$ cat src/rtl/dshot_receiver.sv
// dshot_receiver: decodes one DShot300 line into a held 8-bit motor speed with CRC check and failsafe
module dshot_receiver #(
  parameter int BIT_THRESH = 30,
  parameter int MAX_HIGH   = 50,
  parameter int FRAME_GAP  = 80,
  parameter int TIMEOUT    = 160000
) (
  input  logic       clk,
  input  logic       rst,
  input  logic       dshot_i,
  output logic [7:0] speed,
  output logic       speed_valid,
  output logic [5:0] cmd,
  output logic       cmd_valid,
  output logic       telem_req,
  output logic       crc_err,
  output logic       frame_err,
  output logic       timeout
);
  localparam logic [2:0] GAP = 3'd0, IDLE = 3'd1, HIGH = 3'd2, LOW = 3'd3, CHECK = 3'd4;
  localparam logic [7:0] BT = 8'(BIT_THRESH);
  localparam logic [7:0] MH = 8'(MAX_HIGH);
  localparam logic [7:0] FG = 8'(FRAME_GAP);
  localparam logic [17:0] TO = 18'(TIMEOUT);
  logic s1, dshot_s, d, rise, fall, crc_ok, valid;
  logic [2:0] state;
  logic [7:0] hi_cnt, lo_cnt, speed_n;
  logic [3:0] bit_cnt;
  logic [15:0] shreg;
  logic [17:0] to_cnt;
  logic [10:0] t;
  assign rise = dshot_s & ~d;
  assign fall = ~dshot_s & d;
  assign t = shreg[15:5];
  assign crc_ok = shreg[3:0] == (shreg[15:12] ^ shreg[11:8] ^ shreg[7:4]);
  assign valid = state == CHECK && crc_ok;
  assign speed_n = 8'((t - 11'd48) >> 3);
  // two-flop synchronizer plus a delayed copy for edge detection
  always_ff @(posedge clk or posedge rst)
    if (rst) {d, dshot_s, s1} <= 3'b000;
    else {d, dshot_s, s1} <= {dshot_s, s1, dshot_i};
  // frame framing FSM: measures high/low times and shifts bits in MSB first
  always_ff @(posedge clk or posedge rst)
    if (rst) begin
      state <= GAP;
      hi_cnt <= '0;
      lo_cnt <= '0;
      bit_cnt <= '0;
      shreg <= '0;
      frame_err <= 1'b0;
    end else begin
      frame_err <= 1'b0;
      case (state)
        GAP: begin
          lo_cnt <= dshot_s ? 8'd0 : lo_cnt + 8'(lo_cnt != 8'hff);
          if (lo_cnt >= FG) state <= IDLE;
        end
        IDLE: if (rise) begin
          state <= HIGH;
          hi_cnt <= 8'd1;
          bit_cnt <= 4'd0;
        end
        HIGH: if (hi_cnt >= MH) begin
          frame_err <= 1'b1;
          state <= GAP;
          lo_cnt <= 8'd0;
        end else if (fall) begin
          shreg <= {shreg[14:0], hi_cnt >= BT};
          if (bit_cnt == 4'd15) state <= CHECK;
          else begin
            bit_cnt <= bit_cnt + 4'd1;
            state <= LOW;
            lo_cnt <= 8'd0;
          end
        end else hi_cnt <= hi_cnt + 8'(hi_cnt != 8'hff);
        LOW: if (rise) begin
          state <= HIGH;
          hi_cnt <= 8'd1;
        end else if (lo_cnt >= FG) begin
          frame_err <= 1'b1;
          state <= IDLE;
        end else lo_cnt <= lo_cnt + 8'd1;
        CHECK: begin
          state <= GAP;
          lo_cnt <= 8'd0;
        end
        default: state <= GAP;
      endcase
    end
  // frame evaluation, held outputs and failsafe; a valid frame beats the timeout
  always_ff @(posedge clk or posedge rst)
    if (rst) begin
      speed <= '0;
      speed_valid <= 1'b0;
      cmd <= '0;
      cmd_valid <= 1'b0;
      telem_req <= 1'b0;
      crc_err <= 1'b0;
      timeout <= 1'b1;
      to_cnt <= '0;
    end else begin
      speed_valid <= 1'b0;
      cmd_valid <= 1'b0;
      crc_err <= 1'b0;
      to_cnt <= valid ? 18'd0 : to_cnt + 18'(to_cnt != 18'h3ffff);
      if (valid) begin
        telem_req <= shreg[4];
        timeout <= 1'b0;
        if (t == 11'd0) begin
          speed <= 8'd0;
          speed_valid <= 1'b1;
        end else if (t < 11'd48) begin
          cmd <= t[5:0];
          cmd_valid <= 1'b1;
        end else begin
          speed <= speed_n;
          speed_valid <= 1'b1;
        end
      end else begin
        if (state == CHECK) crc_err <= 1'b1;
        if (to_cnt >= TO) begin
          timeout <= 1'b1;
          speed <= 8'd0;
        end
      end
    end
endmodule

$ cat config.mk
export PLATFORM = sky130hd
export DESIGN_NAME = dshot_receiver
export DESIGN_NICKNAME = d
export VERILOG_FILES = /design/src/rtl/dshot_receiver.sv
export SDC_FILE = /design/constraint.sdc
export NUM_CORES = 1
export LEC_CHECK = 0
export ABC_AREA = 1
export BUFFER_PORTS_ARGS = -buffer_cell sky130_fd_sc_hd__buf_2
export CORE_MARGIN = 8
export CORE_UTILIZATION = 58
export DETAILED_ROUTE_END_ITERATION = 8
export GPL_TIMING_DRIVEN = 0
export PLACE_DENSITY_LB_ADDON = 0.08
export REMOVE_ABC_BUFFERS = 1
export SLEW_MARGIN = 20
export SYNTH_ARGS = -nofsm -noshare
export SYNTH_HDL_FRONTEND = slang
export SYNTH_SLANG_ARGS = --single-unit
$ cat constraint.sdc
create_clock -name clk -period 2.7 [get_ports clk]
set_clock_uncertainty 0.15 [all_clocks]
set_input_delay 0.135 -clock clk [delete_from_list [all_inputs] [get_ports clk]]
set_output_delay 0.135 -clock clk [all_outputs]
set_load 0.01 [all_outputs]
==> results of run 1 <==
## report_power, final
| part | switching [uW] | internal (uW) |
|---|---|---|
| Sequential | 7.58 | 1200 |
| Combinational | 42.7 | 18.5 |
| Clock | 430 | 423 |
| Total | 481 | 1640 |
## cells in the final DEF (no fill, tap or decap), types with 12 or more instances in the layout
master,count
inv_2,28
inv_1,63
o21ai_2,12
o21ai_0,31
nand3_1,45
ha_1,12
nand2_1,154
nor2_1,51
dfrtp_1,79
buf_2,22
## through the flow
| stage | hold WS (ps) | setup WS (ps) | power [uW] | TNS, ps | cell area, sq um |
|---|---|---|---|---|---|
| after floorplan | 16.4 | 365 | 1270 | 0 | 4490 |
| after global routing | 188 | 48.5 | 2220 | 0 | 4990 |
| after detailed placement | -17.1 | 288 | 1300 | 0 | 4770 |
| after global placement | 95.6 | -609 | 1290 | -47840 | 4730 |
| final | 171 | 314 | 2120 | 0 | 4990 |
| after CTS | 148 | 277 | 2150 | 0 | 4980 |
## metal layers
metal,share of wire,global-route usage,vias up
met3,0.040,0.0332,13
li1,-,-,1937
met4,0.013,0.0642,0
met2,0.49,0.302,73
met5,0,0,-
met1,0.45,0.210,1774
## path summary, 6_finish.rpt
kind / from / to / cells past startpoint
min reg2reg: s1 / dshot_s / 0
min in group clk: s1 / dshot_s / 0
max reg2reg: to_cnt[13] / to_cnt[15] / 15
max in group asynchronous: rst / timeout / 4
min: rst / to_cnt[13] / 3
max: to_cnt[13] / to_cnt[15] / 15
## timing repair
| action | CTS | global route |
|---|---|---|
| gates resized for setup | 0 | 1 |
| setup endpoints to repair | 0 | 1 |
| hold endpoints to repair | 80 | 0 |
| hold buffers | 2 | 0 |
## final cells by class
class,count,area [sq um],share of cell area
flip-flops and latches,80,2000,0.402
well taps,102,128,0.0256
multi-input cells,406,2140,0.430
clock buffers,10,128,0.0256
repair buffers,26,169,0.0339
clock inverters,6,60.1,0.0120
inverters,94,355,0.0712
## worst reg2reg max path, delay by kind of cell, from the launching register on
family	cells	cell delay (ps)
adders and majority gates	1	160
buffers and inverters	3	180
DFF	1	410
and+or+nand+nor	11	1400
## flip-flops by register name (all words and copies together), names as in the netlist
signal and count:
to_cnt 18, frame_err 1, dshot_s 1, crc_err 1, timeout 1, s1 1
shreg 16, cmd 6, d 1, telem_req 1, bit_cnt 4, state 3
cmd_valid 1, speed_valid 1, lo_cnt 8, hi_cnt 8, speed 8
## logic make-up (layout without fill, tap and decap cells)
group                    count (synthesis)  count (layout)  share of synthesized area
AND/OR/NAND/NOR                        300             300                      0.300
buffers and inverters                  103             136                     0.0933
flip-flops                              80              80                      0.439
AO/OA/AOI/OAI                           77              77                      0.103
XOR/XNOR                                17              17                     0.0326
adder cells (fa/ha/maj)                 12              12                     0.0329
==> results.ini, run 1 <==
[layout]
finalNonFillerCells=724
fill_cells=698
fin_util=0.649
layout-drive-gt1-share=0.172
area_growth_pct=9.33
insertedDiodeCount=0
final_nets=632

[worst_hold_path]
hold_class=in2async

[worst_setup_path]
crit_fanout=3
cp-start-kind=flip-flop
max_stage_delay_ps=410
crit_arrival_ps=2480
crit_buf_inv=3
cp_common_cell=nor2_1
crit_required_ps=2790
end_kind=flip-flop
rrSetupSlack_ps=310
crit_family=simple AND/OR/NAND/NOR gates
critical_path.cell_chain=nand2_1 > nor2_1 > inv_1 > nor3_2 > nand4_1 > ha_1 > inv_1 > nor2_1 > nand2_1 > nor2_1 > nand3_1 > nor2_1 > nand2_1 > nand3_1 > inv_2
worstSetupPathType=reg2reg
slowest_stage=dfrtp_1

[timing]
setup_viol=0
max_slew_margin=0.649
layout_worst_path_cycle_share=0.884
slew_viol_final=0
finalHoldViolations=0
rsz0062_at_grt=false
fmax_ghz=0.419
worstMarginPinSlew_ps=525
min_period_ps=2390

[detailed_routing]
drt-total-wl_microns=8990
drt_pass1_iterations=6
drc=0
wl_per_cell_microns=12.4
num_vias=3797
vias_per_cell=5.24
drt.antenna.violating_nets=0
drt_iter0_markers=195

[clock_network]
cts-root-buf=clkbuf_8
cts_setup_buffers=0
cts-buffers-inserted=9
cts_buffer_depth=2
clock-sinks=80
clk_pin_slew_ps=80
clk_latency_ps=350
cts_tree=yes
htreeDepth=3

[synthesis]
synthCells=589
synth.top_cell.area_share=0.433
synth_area_per_cell_sq_um=7.75
yosys-top-cells-count=nand2_1 (154), dfrtp_1 (79), inv_1 (64)
ys_types=41
synth_edf_count=0
synth_seq_cells=80
yosysTopAreaCell=dfrtp_1
yosysSeqAreaShare=0.439
netlist_area_sq_um=4560
synth_ff_type=dfrtp_1
yosysMostFrequentCell=nand2_1
yosysWarnings=0
async_flop_share=1.00
synthTopCellsByArea=dfrtp_1 (43%), nand2_1 (13%), inv_1 (5.3%), nand3_1 (4.9%), nor2_1 (4.2%)

[place]
portBuffers=22
dp.cells=706
gp_congestion=0.852
hpwl_microns=6620

[global_routing]
track_usage=0.174
grt-ovfl-total=0
grt_antenna_before_repair=0
grt_pass1_wl_microns=16100
grt_max_degree=58
first_global_vias=3716

[flow_run]
cap_violations=0

[power]
peakVddDrop_v=0.000301
pwr_density_cell_nw_per_um2=426
power.leakage_uw=0.00257

[floorplanning]
die_w_microns=105
fp.coreArea_sq_um=7690
initial_core_util=0.593
design.portCount=23
die_h_microns=105
die_area_sq_um=11000
rows=32

[status]
status=complete, no violations

Power figures use the tool's default switching activity.
==> run 2: changes to the inputs <==
--- a/config.mk
+++ b/config.mk
@@ -8,6 +8,8 @@
 export ABC_AREA = 1
 export BUFFER_PORTS_ARGS = -buffer_cell sky130_fd_sc_hd__buf_2
+export CELL_PAD_IN_SITES_DETAIL_PLACEMENT = 0
+export CELL_PAD_IN_SITES_GLOBAL_PLACEMENT = 2
 export CORE_MARGIN = 8
-export CORE_UTILIZATION = 58
+export CORE_UTILIZATION = 37
 export DETAILED_ROUTE_END_ITERATION = 8
 export GPL_TIMING_DRIVEN = 0
==> constraint.sdc (replaced) <==
create_clock -name clk -period 2.7 [get_ports clk]
set_clock_uncertainty 0.15 [all_clocks]
set_input_delay 0.675 -clock clk [delete_from_list [all_inputs] [get_ports clk]]
set_output_delay 0.675 -clock clk [all_outputs]
set_load 0.01 [all_outputs]
==> run 2 against run 1 <==
Net effect: fmax increased by 0.35%; sequential power hardly changed; setup slack improved by 8.3 ps; hold slack improved by 17 ps; clock power up 37%; register-to-register slack about the same; critical path depth stayed put; critical path type unchanged; highest routed layer unchanged.
==> results.ini, run 2 (synthesized netlist as in run 1, its figures left out) <==
[place]
hpwl_microns=7460
portBuffers=22
place_ws_ps=241
dp.cells=751
gp_congestion=0.803

[detailed_routing]
drc=0
drt.antenna.violating_nets=0
wl_per_cell_microns=13.2
num_vias=3741
drt-total-wl_microns=10100
vias_per_cell=4.88
drt_pass1_iterations=4
drt_iter0_markers=253

[power]
power_uw=2450
pwr_density_cell_nw_per_um2=477
peakVddDrop_v=0.000279
power.leakage_uw=0.00260

[timing]
rsz0062_at_grt=false
slew_viol_final=0
min_period_ps=2380
max_slew_margin=0.642
finalSetupTns_ps=0
setup_viol=0
worstMarginPinSlew_ps=537
finalHoldViolations=0
layout_worst_path_cycle_share=0.881
fin_ws_ps=322
fmax_ghz=0.420

[clock_network]
htreeDepth=3
clock-sinks=80
cts-buffers-inserted=9
clk_latency_ps=340
clk_pin_slew_ps=70
cts_buffer_depth=2
cts_tree=yes
cts-root-buf=clkbuf_16

[layout]
final_cell_mix=nand2_1 (154), dfrtp_1 (79), inv_1 (63)
largest_reg_flops=18
finalNonFillerCells=767
final_common_cell=nand2_1
regMostFlops=to_cnt
area_growth_pct=12.4
fin_util=0.427
fill_cells=1260
layout-drive-gt1-share=0.176
final_nets=630
insertedDiodeCount=0
reg.largest.list=to_cnt x18, shreg x16

[global_routing]
grt_use_met2=0.210
grtUsageMet3=0.0254
grt_pass1_wl_microns=17700
grt.busiest_layer=met2
grt-ovfl-total=0
track_usage=0.134
grt_util_met1=0.180
grt_antenna_before_repair=0
first_global_vias=3643
grt_max_degree=52

[floorplanning]
design.portCount=23
initial_core_util=0.380
fp.coreArea_sq_um=12000
die_w_microns=127
rows=40
die_area_sq_um=16100
die_h_microns=127

[worst_setup_path]
max_stage_delay_ps=380
crit_fanout=4
crit_arrival_ps=2460
worstSetupPathType=reg2reg
cp-start-kind=flip-flop
end_kind=flip-flop
cp_common_cell=nand2_1
critical_path.cell_chain=nand2_1 > nor2_1 > inv_1 > nor3_2 > nand4_1 > ha_1 > ha_1 > nand2_1 > nor2_1 > nand2_1 > inv_1 > nand2_1 > nand2_1 > nand3_1 > inv_1
slowest_stage=dfrtp_1
crit_required_ps=2780

[worst_hold_path]
hold_class=in2async

[flow_run]
cap_violations=0

[status]
status=complete, no violations

-- run 2: changes by cell type in the layout (fill, tap and decap cells not counted), moves of 2 or more --
cell | before | now
clkbuf_8 | 9 | 1
dlygate4sd3_1 | 2 | 0
clkinv_4 | 0 | 2
clkbuf_16 | 0 | 9
clkinv_2 | 3 | 1
-- run 2: final timing paths --
check / slack (ps) / cells after the start / endpoint / startpoint
setup / recovery: 320 / 15 / to_cnt[16] / to_cnt[13]
hold / removal: 190 / 2 / shreg[4] / rst
setup reg to reg: 320 / 15 / to_cnt[16] / to_cnt[13]
hold reg to reg: 210 / 0 / dshot_s / s1
max in group asynchronous: 1620 / 3 / lo_cnt[0] / rst
min in group clk: 210 / 0 / dshot_s / s1
-- run 2: routing by layer --
metal | up-vias | routed length [microns]
met4 | 0 | 159
met3 | 12 | 378
li1 | 1922 | -
met2 | 56 | 4500
met1 | 1751 | 5090
met5 | - | 0
-- run 2: report_power, final --
| group | total, uW | internal, uW | switching, uW |
|---|---|---|---|
| Sequential | 1210 | 1200 | 7.63 |
| Combinational | 60.0 | 16.4 | 43.5 |
| Clock | 1170 | 650 | 525 |
-- run 2: through the flow --
| stage | cell area, sq um | hold WS [ps] |
|---|---|---|
| floorplan | 4490 | 181 |
| global placement | 4780 | 191 |
| detailed placement | 4830 | 194 |
| CTS | 5120 | 198 |
| global route | 5130 | 218 |
| finish | 5130 | 188 |
-- run 2: area by class of cell --
type | count | area [sq um] | area share
clock buffer | 10 | 239 | 0.0466
clock inverter | 6 | 45.0 | 0.00879
inverter | 94 | 355 | 0.0693
multi-input combinational | 406 | 2150 | 0.419
sequential | 80 | 2000 | 0.391
tap | 147 | 184 | 0.0359
timing repair buffer | 24 | 153 | 0.0298
-- run 2: timing repair --
item / CTS / global route
resized for setup: 0 / 2
setup endpoints to repair: 0 / 4
buffers inserted: 0 / 0
endpoints found under the hold margin: 0 / 0
hold buffers: 0 / 0
-- run 2: critical path: cells and delay by family (launching register included) --
family	cells	cell delay, ps
and+or+nand+nor	10	1120
DFF	1	380
adders and majority gates	2	410
buffers and inverters	3	220
